--- config.mk ---
export PLATFORM = sky130hd
export DESIGN_NAME = xbus_avm_bridge
export DESIGN_NICKNAME = d
export VERILOG_FILES = /design/src/rtl/xbus_avm_pkg.sv /design/src/rtl/xbus_avm_bridge.sv
export SDC_FILE = /design/constraint.sdc
export NUM_CORES = 1
export LEC_CHECK = 0
export CORE_MARGIN = 8
export CORE_UTILIZATION = 65
export DETAILED_ROUTE_END_ITERATION = 10
export DONT_BUFFER_PORTS = 1
export PLACE_DENSITY = 0.81
export SYNTH_ARGS = -nofsm -noshare
export SYNTH_HDL_FRONTEND = slang
export SYNTH_SLANG_ARGS = --single-unit
--- constraint.sdc ---
create_clock -name clk_i -period 5.1 [get_ports clk_i]
set_clock_uncertainty 0.05 [all_clocks]
set_input_delay 1.02 -clock clk_i [delete_from_list [all_inputs] [get_ports clk_i]]
set_output_delay 1.02 -clock clk_i [all_outputs]
set_load 0.01 [all_outputs]
--- src/rtl/xbus_avm_pkg.sv ---
// ============================================================================
// Module      : xbus_avm_pkg
// Description : Shared types and constants for the XBUS to Avalon-MM bridge.
// Revision    : 1.0 - initial release
// ============================================================================
`default_nettype none

package xbus_avm_pkg;

    localparam int unsigned c_ADDR_W = 32;
    localparam int unsigned c_DATA_W = 32;
    localparam int unsigned c_BE_W   = 4;

    localparam logic [c_ADDR_W-1:0] c_ADDR_BASE_DEF = 32'h9000_0000;
    localparam logic [c_ADDR_W-1:0] c_ADDR_MASK_DEF = 32'hFF00_0000;

    typedef enum logic [1:0] {
        ST_IDLE   = 2'd0,
        ST_ACCESS = 2'd1,
        ST_RESP   = 2'd2
    } state_t;

endpackage

`default_nettype wire

--- src/rtl/xbus_avm_bridge.sv ---
// ============================================================================
// Module      : xbus_avm_bridge
// Description : Single-outstanding XBUS to Avalon-MM master bridge with
//               address window decode. Define XBUS_AVM_TIMEOUT_EN to enable
//               the ACCESS-phase timeout (bus error after TIMEOUT_CYC cycles).
// Revision    : 1.0 - initial release
// ============================================================================
`default_nettype none

module xbus_avm_bridge
    import xbus_avm_pkg::*;
#(
    parameter logic [c_ADDR_W-1:0] ADDR_BASE = c_ADDR_BASE_DEF,
    parameter logic [c_ADDR_W-1:0] ADDR_MASK = c_ADDR_MASK_DEF
`ifdef XBUS_AVM_TIMEOUT_EN
    ,
    parameter int unsigned TIMEOUT_CYC = 255
`endif
) (
    input  logic                clk_i,
    input  logic                rst_i,
    input  logic [c_ADDR_W-1:0] xbus_adr_i,
    input  logic [c_DATA_W-1:0] xbus_dat_i,
    input  logic                xbus_we_i,
    input  logic [c_BE_W-1:0]   xbus_sel_i,
    input  logic                xbus_stb_i,
    input  logic                xbus_cyc_i,
    output logic [c_DATA_W-1:0] xbus_dat_o,
    output logic                xbus_ack_o,
    output logic                xbus_err_o,
    output logic                avm_cs_o,
    output logic [c_ADDR_W-1:0] avm_address_o,
    output logic                avm_read_o,
    output logic                avm_write_o,
    output logic [c_DATA_W-1:0] avm_writedata_o,
    output logic [c_BE_W-1:0]   avm_byteenable_o,
    input  logic                avm_waitrequest_i,
    input  logic [c_DATA_W-1:0] avm_readdata_i
);

    state_t              r_state, w_state_nxt;
    logic                r_cs, w_cs_nxt;
    logic                r_rd, w_rd_nxt;
    logic                r_wr, w_wr_nxt;
    logic                r_we, w_we_nxt;
    logic [c_ADDR_W-1:0] r_adr, w_adr_nxt;
    logic [c_DATA_W-1:0] r_wdat, w_wdat_nxt;
    logic [c_BE_W-1:0]   r_be, w_be_nxt;
    logic [c_DATA_W-1:0] r_rdat, w_rdat_nxt;
    logic                r_ack, w_ack_nxt;
    logic                r_err, w_err_nxt;
    logic                r_abort, w_abort_nxt;
    logic                w_hit;
    logic                w_timeout;

    assign w_hit = ((xbus_adr_i & ADDR_MASK) == (ADDR_BASE & ADDR_MASK));

`ifdef XBUS_AVM_TIMEOUT_EN
    localparam int unsigned c_TO_W = ($clog2(TIMEOUT_CYC + 1) > 8) ? $clog2(TIMEOUT_CYC + 1) : 8;

    logic [c_TO_W-1:0] r_to_cnt;

    // Counter reads 0 on the first ACCESS cycle, so TIMEOUT_CYC-1 marks the last one.
    assign w_timeout = (r_to_cnt == c_TO_W'(TIMEOUT_CYC - 1));

    always_ff @(posedge clk_i) begin
        if (rst_i || (r_state != ST_ACCESS)) begin
            r_to_cnt <= '0;
        end else begin
            r_to_cnt <= r_to_cnt + 1'b1;
        end
    end
`else
    assign w_timeout = 1'b0;
`endif

    always_ff @(posedge clk_i) begin
        if (rst_i) begin
            r_state <= ST_IDLE;
            r_cs    <= 1'b0;
            r_rd    <= 1'b0;
            r_wr    <= 1'b0;
            r_we    <= 1'b0;
            r_adr   <= '0;
            r_wdat  <= '0;
            r_be    <= '0;
            r_rdat  <= '0;
            r_ack   <= 1'b0;
            r_err   <= 1'b0;
            r_abort <= 1'b0;
        end else begin
            r_state <= w_state_nxt;
            r_cs    <= w_cs_nxt;
            r_rd    <= w_rd_nxt;
            r_wr    <= w_wr_nxt;
            r_we    <= w_we_nxt;
            r_adr   <= w_adr_nxt;
            r_wdat  <= w_wdat_nxt;
            r_be    <= w_be_nxt;
            r_rdat  <= w_rdat_nxt;
            r_ack   <= w_ack_nxt;
            r_err   <= w_err_nxt;
            r_abort <= w_abort_nxt;
        end
    end

    always_comb begin
        w_state_nxt = r_state;
        w_cs_nxt    = r_cs;
        w_rd_nxt    = r_rd;
        w_wr_nxt    = r_wr;
        w_we_nxt    = r_we;
        w_adr_nxt   = r_adr;
        w_wdat_nxt  = r_wdat;
        w_be_nxt    = r_be;
        w_rdat_nxt  = r_rdat;
        w_ack_nxt   = 1'b0;
        w_err_nxt   = 1'b0;
        w_abort_nxt = r_abort;
        case (r_state)
            ST_IDLE: begin
                w_abort_nxt = 1'b0;
                if (xbus_stb_i && xbus_cyc_i) begin
                    if (w_hit) begin
                        w_adr_nxt   = xbus_adr_i;
                        w_wdat_nxt  = xbus_dat_i;
                        w_be_nxt    = xbus_sel_i;
                        w_we_nxt    = xbus_we_i;
                        w_cs_nxt    = 1'b1;
                        w_rd_nxt    = ~xbus_we_i;
                        w_wr_nxt    = xbus_we_i;
                        w_state_nxt = ST_ACCESS;
                    end else begin
                        w_err_nxt = 1'b1;
                    end
                end
            end
            ST_ACCESS: begin
                // Avalon cannot cancel a transfer; an abort only mutes the ack.
                if (!xbus_cyc_i) begin
                    w_abort_nxt = 1'b1;
                end
                if (!avm_waitrequest_i) begin
                    w_cs_nxt    = 1'b0;
                    w_rd_nxt    = 1'b0;
                    w_wr_nxt    = 1'b0;
                    w_rdat_nxt  = r_we ? '0 : avm_readdata_i;
                    w_state_nxt = ST_RESP;
                end else if (w_timeout) begin
                    w_cs_nxt    = 1'b0;
                    w_rd_nxt    = 1'b0;
                    w_wr_nxt    = 1'b0;
                    w_err_nxt   = 1'b1;
                    w_state_nxt = ST_IDLE;
                end
            end
            ST_RESP: begin
                w_ack_nxt   = ~r_abort;
                w_state_nxt = ST_IDLE;
            end
            default: begin
                w_state_nxt = ST_IDLE;
            end
        endcase
    end

    assign xbus_dat_o       = r_rdat;
    assign xbus_ack_o       = r_ack;
    assign xbus_err_o       = r_err;
    assign avm_cs_o         = r_cs;
    assign avm_address_o    = r_adr;
    assign avm_read_o       = r_rd;
    assign avm_write_o      = r_wr;
    assign avm_writedata_o  = r_wdat;
    assign avm_byteenable_o = r_be;

endmodule

`default_nettype wire
After elaboration in Yosys (flattened, before gate mapping)
Cells that the tools add are included.
{"block": "totals", "reg_bits": 109, "input_bits": 106, "output_inout_bits": 105, "word_cells": 53}
{"block": "classes", "reduce_logical": 10, "eq_ne": 7, "bitwise_logic": 6, "mux": 18}
{"cell": "$mux 32", "count": 1}
{"cell": "$mux 1", "count": 9}
{"cell": "$eq 8x8->1 const B", "count": 1}
{"cell": "$ne 2x2->1 const B", "count": 4}
{"cell": "$pmux 1 s2", "count": 4}
{"cell": "$mux 2", "count": 3}
{"cell": "$not 1->1", "count": 6}
{"cell": "$reduce_and 3->1", "count": 2}
{"cell": "$pmux 2 s2", "count": 1}
{"cell": "$reduce_and 2->1", "count": 2}
{"cell": "$reduce_and 4->1", "count": 1}
{"cell": "$reduce_or 3->1", "count": 1}
{"cell": "$eq 2x1->1 const B", "count": 1}
{"cell": "$eq 2x2->1 const B", "count": 1}
{"cell": "$logic_not 2->1", "count": 1}
{"cell": "$reduce_bool 2->1", "count": 1}
{"cell": "$reduce_or 2->1", "count": 1}
{"cell": "$logic_and 1x1->1", "count": 1}

Depth between registers and ports, before layout
Gate-level depths: netlist of run 1.
{"block": "depth", "depth_word": 4, "ltp_mapped": 6, "mapped_depth_nobuf": 3}

Worst setup path after synthesis of run 1
Ideal clock, no wire load.
{"block": "synth_timing", "path_type": "input to register", "startpoint": "in xbus_adr_i[27]", "endpoint": "reg r_adr[10], in the netlist avm_address_o[10]", "arrival_ns": 2.393, "setup_time_ns": 0.116, "t_required_ns": 4.934, "stages": 5, "slack_ns": 2.541, "path_cell_list": "or4b_4 > or3_1 > buf_2 > buf_6 > a31o_1"}
{"block": "synth_between", "elab_chain_len": 2}
{"element": "start: declaration", "line_no": "xbus_avm_bridge.sv:22", "text": "input logic [c_ADDR_W-1:0] xbus_adr_i,"}
{"element": "$eq 8x8->1", "line_no": "xbus_avm_bridge.sv:56", "text": "assign w_hit = ((xbus_adr_i & ADDR_MASK) == (ADDR_BASE & ADDR_MASK));"}
{"element": "$reduce_and 3->1 (no line)"}
{"element": "end signal: assignment", "line_no": "xbus_avm_bridge.sv:97", "text": "r_adr <= w_adr_nxt;"}
{"element": "end: declaration", "line_no": "xbus_avm_bridge.sv:46", "text": "logic [c_ADDR_W-1:0] r_adr, w_adr_nxt;"}
No other way between the ends.
A chain may end at the register's enable or synchronous reset.

Worst setup path in the final report of run 1
{"block": "layout_timing", "startpoint": "in xbus_adr_i[24]", "endpoint": "reg r_adr[7], in the netlist avm_address_o[7]"}
The elaborated chain is that of the path after synthesis.

==> results of run 1 <==
==> placed cells by master (no fill, tap or decap), types with 2 or more instances in the layout <==
| master | count |
|---|---|
| mux2i_1 | 8 |
| a31o_1 | 52 |
| nor4b_1 | 3 |
| nor3_1 | 2 |
| o21a_1 | 2 |
| o2111ai_1 | 2 |
| a211oi_1 | 2 |
| dfxtp_1 | 109 |
| inv_6 | 3 |
| clkbuf_8 | 10 |
| nand2b_1 | 52 |
| buf_4 | 4 |
| nand2_1 | 17 |
| nand4_1 | 2 |
| o211ai_1 | 2 |
| a22o_1 | 32 |
| bufinv_16 | 2 |
| and3_1 | 6 |
| nor4_1 | 52 |
| nor2_1 | 4 |
==> per-layer routing <==
| layer | track usage | routed length [um] | vias up |
|---|---|---|---|
| met5 | 0 | 0 | - |
| met4 | 0.0663 | 148 | 0 |
| met3 | 0.117 | 1190 | 15 |
| met2 | 0.334 | 5120 | 123 |
| met1 | 0.230 | 4070 | 1500 |
| li1 | - | - | 1473 |
==> worst paths after layout <==
kind                      end  slack (ns)  cells past startpoint
min reg2reg        xbus_ack_o        0.40                      1
max reg2reg  avm_address_o[7]        2.56                      4
min                xbus_ack_o        0.40                      1
max          avm_address_o[7]        1.91                      4
==> flip-flops by register name, summed over array words and instances (netlist names) <==
| name | count |
|---|---|
| avm_address_o | 32 |
| avm_byteenable_o | 4 |
| avm_cs_o | 1 |
| avm_read_o | 1 |
| avm_write_o | 1 |
| avm_writedata_o | 32 |
| r_abort | 1 |
| r_state | 2 |
| r_we | 1 |
| xbus_ack_o | 1 |
| xbus_dat_o | 32 |
| xbus_err_o | 1 |
==> layout make-up <==
type,instances,share of cell area
clock buffers,10,0.0315
multi-input cells,251,0.417
repair buffers,4,0.00687
clock inverters,6,0.0209
inverters,2,0.00172
well taps,77,0.0221
flip-flops and latches,109,0.500
==> stage by stage <==
stage / utilization / power (mW) / instance area, um2 / worst slack [ns] / std cells
2_1_floorplan: - / 0.920 / 4240 / 2.54 / 412
3_3_place_gp: 0.656 / 0.922 / 4140 / 1.58 / 443
3_5_place_dp: 0.656 / 0.923 / 4140 / 1.58 / 443
4_1_cts: 0.692 / 1.49 / 4370 / 1.96 / 459
5_1_grt: 0.692 / 1.53 / 4370 / 1.85 / 459
6_report: 0.692 / 1.48 / 4370 / 1.91 / 459
==> where the power goes <==
group          total [mW]  switching, mW  internal (mW)
logic              0.0511         0.0348         0.0163
registers           0.852       0.000905          0.851
clock network       0.576          0.282          0.295
==> cells by family after synthesis <==
group                  Yosys count  share of synthesized area
and+or+nand+nor                147                      0.212
muxes                            8                     0.0189
buffers and inverters           52                     0.0579
AOI/OAI and AO/OA               96                      0.197
DFF                            109                      0.515
==> worst reg2reg max path: cells and delay by family, from the launching register on <==
family                 cells  cell delay [ns]
AO/OA/AOI/OAI              1             0.42
buffers and inverters      1             0.32
AND/OR/NAND/NOR            2             1.28
flip-flops                 1             0.37
==> run metrics, run 1 <==
Storage cell area=2180 um2; chip height=96.7 um; P per Cell Area=339 nW/um2; Async SR Flop Fraction=0; Via density=6.78; CP peak stage delay=0.93 ns; critical path endpoint category=flip-flop; via count=3111; Max Cap Viol=0; synth top area cells=dfxtp_1, a31o_1, nand2b_1; Hold Slack=0.400 ns; setup bufs post-CTS=0; Post-Syn Nets=518; remaining antenna violation count after routing=0; unrepaired setup endpoints after global routing=false; initial antenna violation count=0; fin. max-slew vios=0; wire length per cell=22.9 um; status=complete, no violations; cell accounting for the most synthesized area=dfxtp_1; Post-synth EDFFs=0; vias in the first global route=2992; most common cell in the synthesized netlist=dfxtp_1; hold_buf cts=0; pin count of the biggest net entering global routing=83; DRC=0; CP cell instances=or4b_2, buf_4, or3_2, a31o_1; Yosys top cell area share=0.515; Inserted Clock Buffers=9; slowest CP cell=or3_2; Worst Max-Slew Pin Slew=1.11 ns; DR pass1 iterations=4; area of the multi-input gates=1820 um2; first-pass GRT wire length=16.5 mm; Worst EP required=5.29 ns; achievable frequency=0.314 GHz; HPWL after DPL=7.15 mm; # IOs=211; crit path DAT=3.38 ns; final-layout fill cell count=495; Setup crit start kind=input port; layout cells sized above 1=0.0707; die width=96.7 um; Slew Limit Headroom=0.263; Avg Cell Area, Syn=10.3 um2; Yosys warning count=0; Final setup viols=0; total congestion overflow=0; hold path start=r_abort; H-tree depth=3; first-iteration detailed-routing DRC count=180; Setup CP Type=input port to flip-flop; CP max FO=60; Synth Instances=412; GP Congestion=0.749; CP bufs+invs=1; Area growth syn-to-layout=3.07%; Worst Hold Class=flip-flop to flip-flop; root buffer cell=clkbuf_8; cell family with most CP delay=simple AND/OR/NAND/NOR gates; core area=6310 um2; Post-layout nets=483; num rows=29; Post-CTS Resized=0; FF+latch count, synth=109; CP Launch Point=xbus_adr_i[24]; Bufs on Longest Clock Path=2; Max VDD drop=0.247 mV; sequential share of the synthesized area=0.515; period utilization=0.625; area of the mapped netlist=4240 um2; Synth Flop Type=dfxtp_1; CTS tree=yes; Port-buffer cells=0; R2R Path Start=r_state[0]; GRT Overall Usage=0.209; clk sinks=109; WL final=10.5 mm; DIE AREA=9360 um2; Fin. Hold Viols=0; worst skew pair latency=0.35 ns; Distinct cells, synth=35; clock-pin slew on the worst setup and hold paths=0.10 ns; Synth top cells by count=dfxtp_1, a31o_1, nand2b_1, nor4_1, clkbuf_1; setup_tns=0 ns; initial cell density of the core=0.671; # diodes=0; Tmin final=3.19 ns; leakage=1.52 nW
No activity file was read; power rests on OpenSTA's default activity.
==> run 2: changes to the inputs <==
CORE_UTILIZATION = 56   (was 65)
PLACE_DENSITY = 0.74   (was 0.81)
clock period = 2.57 ns   (was 5.1 ns; I/O delays follow)
==> run 2 against run 1 <==
Critical endpoint is now xbus_dat_o[4]. Register-to-register slack worse by 2.1 ns. Largest power group unchanged. Worst setup slack got worse by 1.4 ns. Clock-buffer cell count stayed put. Combinational power rose by 100%. Final cell count increased by 5.9%. First-iteration DRC count increased by 35%. Routed wire length rose by 3.1%. Highest routed layer unchanged. Clock power is 88% higher. Non-clock buffer count is 5 higher. Design area is 1.1% higher. Die area is 13% higher.
==> run metrics, run 2 (synthesis results as in run 1) <==
Worst Hold Class=input port to flip-flop; Inserted Clock Buffers=9; GP Congestion=0.719; num rows=31; initial cell density of the core=0.581; PnR worst setup slack=0.503 ns; vias in the first global route=2921; Post-layout nets=488; CP peak stage delay=0.58 ns; Worst EP required=2.77 ns; HPWL after DPL=7.51 mm; wire length per cell=22.3 um; Slew Limit Headroom=0.246; status=complete, no violations; WL final=10.9 mm; DIE AREA=10600 um2; worst skew pair latency=0.35 ns; Max VDD drop=0.292 mV; period utilization=0.804; CP bufs+invs=0; core area=7290 um2; Port-buffer cells=0; cell family with most CP delay=simple AND/OR/NAND/NOR gates; # IOs=211; DR pass1 iterations=4; # diodes=0; clk sinks=109; setup bufs post-CTS=0; unrepaired setup endpoints after global routing=false; fin. max-slew vios=0; pin count of the biggest net entering global routing=82; Via density=6.29; initial antenna violation count=0; CP max FO=32; root buffer cell=clkbuf_8; Final setup viols=0; Hold Slack=0.190 ns; Area growth syn-to-layout=4.22%; CTS tree=yes; crit path DAT=2.27 ns; layout cells sized above 1=0.0827; leading cell types in the layout, fill and taps excluded=dfxtp_1, nand2b_1, nor4_1, a31o_1, a22o_1; via count=3057; hold_buf cts=0; remaining antenna violation count after routing=0; Max Cap Viol=0; critical path endpoint category=flip-flop; Setup WS pre-CTS=0.233 ns; setup_tns=0 ns; DRC=0; first-pass GRT wire length=16.2 mm; Setup CP Type=flip-flop to flip-flop; Tmin final=2.07 ns; GRT Overall Usage=0.193; slowest CP cell=and2_1; total congestion overflow=0; H-tree depth=3; die width=103 um; clock-pin slew on the worst setup and hold paths=0.11 ns; chip height=103 um; Post-CTS Resized=0; Bufs on Longest Clock Path=2; leakage=1.53 nW; P per Cell Area=650 nW/um2; first-iteration detailed-routing DRC count=243; CP cell instances=or3b_1, and2_1, a22o_1; commonest non-fill, non-tap cell in the layout=dfxtp_1; Worst Max-Slew Pin Slew=1.13 ns; achievable frequency=0.484 GHz; Fin. Hold Viols=0; Setup crit start kind=flip-flop
[run 2: cell types whose count changed in the layout (fill, tap and decap cells not counted)]
cell,previous run,this run
bufinv_16,2,1
clkinvlp_4,0,1
inv_8,0,1
clkinv_2,1,0
buf_4,4,9
[run 2: worst paths after layout]
check                                start       endpoint  slack [ns]  cells after the start
worst max register to register  r_state[0]  xbus_dat_o[4]        0.50                      3
worst min register to register     r_abort     xbus_ack_o        0.38                      1
worst min-delay path                 rst_i       avm_cs_o        0.19                      1
worst max-delay path            r_state[0]  xbus_dat_o[4]        0.50                      3
[run 2: cell type report]
| cell class | instances | area (um2) |
|---|---|---|
| Fill cell | 621 | 2880 |
| Clock buffer | 10 | 138 |
| Timing Repair Buffer | 9 | 67.6 |
| Sequential cell | 109 | 2180 |
| Multi-Input combinational cell | 251 | 1820 |
| Tap cell | 99 | 124 |
| Clock inverter | 6 | 75.1 |
| Inverter | 2 | 7.51 |
[run 2: per-stage QoR]
step                instances  power (mW)  cell area (um2)  utilization
finish                    486        2.87             4420        0.606
global route              486        2.99             4420        0.606
CTS                       486        2.90             4420        0.606
detailed placement        470        1.83             4200        0.577
global placement          470        1.83             4200        0.577
floorplan                 412        1.83             4240            -
[run 2: report_power, final]
part	switching, mW	internal [mW]	total (mW)
clock	0.582	0.495	1.08
sequential	0.00176	1.69	1.69
combinational	0.0695	0.0340	0.104
total	0.654	2.22	2.87
[run 2: metal layers]
| layer | wire [um] | track usage |
|---|---|---|
| met1 | 4240 | 0.241 |
| met2 | 5120 | 0.295 |
| met3 | 1400 | 0.0844 |
| met4 | 101 | 0.0545 |
| met5 | 0 | 0 |
==> run 3: changes to the inputs <==
ABC_AREA = 1   (was default)
CORE_UTILIZATION = 62   (was 56)
PLACE_DENSITY = 0.78   (was 0.74)
clock period = 2.1 ns   (was 2.57 ns; I/O delays follow)
==> run 3 against run 2 <==
Clock-buffer cell count up 3. Register-to-register slack better by 0.06 ns. Flip-flop and latch count unchanged. Largest power group unchanged.
==> run metrics, run 3 <==
wire length per cell=17.4 um; cell accounting for the most synthesized area=dfxtp_1; layout cells sized above 1=0.0614; net switching power=686 uW; final-layout fill cell count=550; Synth Flop Type=dfxtp_1; Post-layout nets=573; Setup crit start kind=flip-flop; Avg Cell Area, Syn=8.23 um2; largest family of logic cells by synthesized area=compound AO/OA/AOI/OAI gates; Tmin final=1.53 ns; slowest CP cell=dfxtp_1; WL final=9.54 mm; commonest non-fill, non-tap cell in the layout=dfxtp_1; fin. max-slew vios=0; Post-Syn Nets=592; Post-CTS Resized=0; core area=6280 um2; FF+latch count, synth=109; HPWL after DPL=7.13 mm; clock-pin slew on the worst setup and hold paths=0.10 ns; Worst Max-Slew Pin Slew=0.535 ns; critical path endpoint category=flip-flop; first-pass GRT wire length=14.3 mm; Fin. Hold Viols=0; Max VDD drop=0.534 mV; setup_tns=0 ns; post-synthesis mux area share=0; Inserted Clock Buffers=9; XOR/XNOR Fraction of Synth Area=0; Final Util=0.653; leading cell types in the layout, fill and taps excluded=dfxtp_1, a21oi_1, inv_1, nand2_1, nand3_1; Final setup viols=0; Setup CP Type=flip-flop to flip-flop; # diodes=0; CP cell instances=nor2_4, nand3_4, inv_4, nand2_4, buf_12, o21ai_0, a21oi_1; Synth Instances=486; Area growth syn-to-layout=2.53%; Yosys top cell area share=0.546; chip height=96.3 um; synth top area cells=dfxtp_1, a21oi_1, inv_1; complex-gate fraction of the synthesized area=0.205; sw frac=0.210; GP Congestion=0.817; Distinct cells, synth=22; total power=3.27 mW; sequential share of the synthesized area=0.546; Yosys warning count=0; pin count of the biggest net entering global routing=131; achievable frequency=0.653 GHz; GRT Overall Usage=0.199; Worst Hold Class=input port to flip-flop; total congestion overflow=0; Synth Area in Simple Gates=0.115; die width=96.3 um; vias in the first global route=2923; status=complete, no violations; unrepaired setup endpoints after global routing=false; most common cell in the synthesized netlist=dfxtp_1; initial cell density of the core=0.637; P per Cell Area=798 nW/um2; Post-synth EDFFs=0; setup bufs post-CTS=0; Slew Limit Headroom=0.643; CP peak stage delay=0.36 ns; DRC=0; H-tree depth=3; Synth top cells by count=dfxtp_1, a21oi_1, inv_1; hold_buf cts=0; initial antenna violation count=0; worst skew pair latency=0.34 ns; clock network power share=0.348; CP max FO=130; remaining antenna violation count after routing=0; clk sinks=109; Int Power=2.59 mW; area of the mapped netlist=4000 um2; Bufs on Longest Clock Path=2; Async SR Flop Fraction=0; via count=3000; Port-buffer cells=0; leakage=1.44 nW; Via density=5.46; period utilization=0.730; Max Cap Viol=0; crit path DAT=1.71 ns; Gate power share=0.019; Worst EP required=2.28 ns; # IOs=211; Seq pwr share=0.633; CTS tree=yes; Post-Synth Adder-Cell Area=0; DR pass1 iterations=4; DIE AREA=9280 um2; num rows=29; first-iteration detailed-routing DRC count=136; root buffer cell=clkbuf_8
-- run 3: per-layer routing --
metal	vias to the layer above	part of all wire	wire, um	track usage
met5	-	0	0	0
met4	0	0.012	115	0.0631
met3	8	0.15	1480	0.126
met2	141	0.49	4720	0.333
met1	1324	0.34	3230	0.198
li1	1527	-	-	-
-- run 3: critical path: cells and delay by family, from the launching register on --
family	cells	cell delay, ns
buffers and inverters	2	0.31
AND/OR/NAND/NOR	3	0.34
flip-flops	1	0.36
AO/OA/AOI/OAI	2	0.31
-- run 3: worst paths after layout --
path | to | cells after the start | slack (ns) | from
max | avm_address_o[10] | 7 | 0.57 | r_state[1]
min | xbus_dat_o[20] | 1 | 0.08 | rst_i
max reg2reg | avm_address_o[10] | 7 | 0.57 | r_state[1]
min reg2reg | r_we | 2 | 0.41 | r_we
-- run 3: cell families (layout without fill, tap and decap cells) --
| family | Yosys count | count (layout) |
|---|---|---|
| compound gates | 161 | 161 |
| flops | 109 | 109 |
| buf+inv | 117 | 103 |
| simple gates | 99 | 99 |
-- run 3: area by class of cell --
class | instances | area (um2) | area share
Clock inverter | 3 | 20.0 | 0.00488
Clock buffer | 13 | 159 | 0.0388
Multi-Input combinational cell | 260 | 1280 | 0.313
Inverter | 82 | 310 | 0.0757
Timing Repair Buffer | 5 | 50.0 | 0.0122
Sequential cell | 109 | 2180 | 0.532
Tap cell | 77 | 96.3 | 0.0235
-- run 3: per-stage QoR --
stage / instances / worst slack [ns] / hold slack [ns] / area, um2
global placement: 533 / 0.535 / 0.368 / 3920
finish: 549 / 0.568 / 0.0796 / 4100
global route: 549 / 0.412 / 0.0425 / 4100
floorplan: 486 / 0.701 / 0.342 / 4000
CTS: 549 / 0.558 / 0.0567 / 4100
detailed placement: 533 / 0.471 / 0.376 / 3920
-- run 3: power groups by stage --
stage | clock, mW | sequential (mW) | combinational (mW)
after floorplan | 0 | 2.12 | 0.0649
after global placement | 0 | 2.12 | 0.0612
after detailed placement | 0 | 2.12 | 0.0639
after CTS | 1.17 | 2.07 | 0.0642
after global routing | 1.26 | 2.07 | 0.0737
final | 1.14 | 2.07 | 0.0636
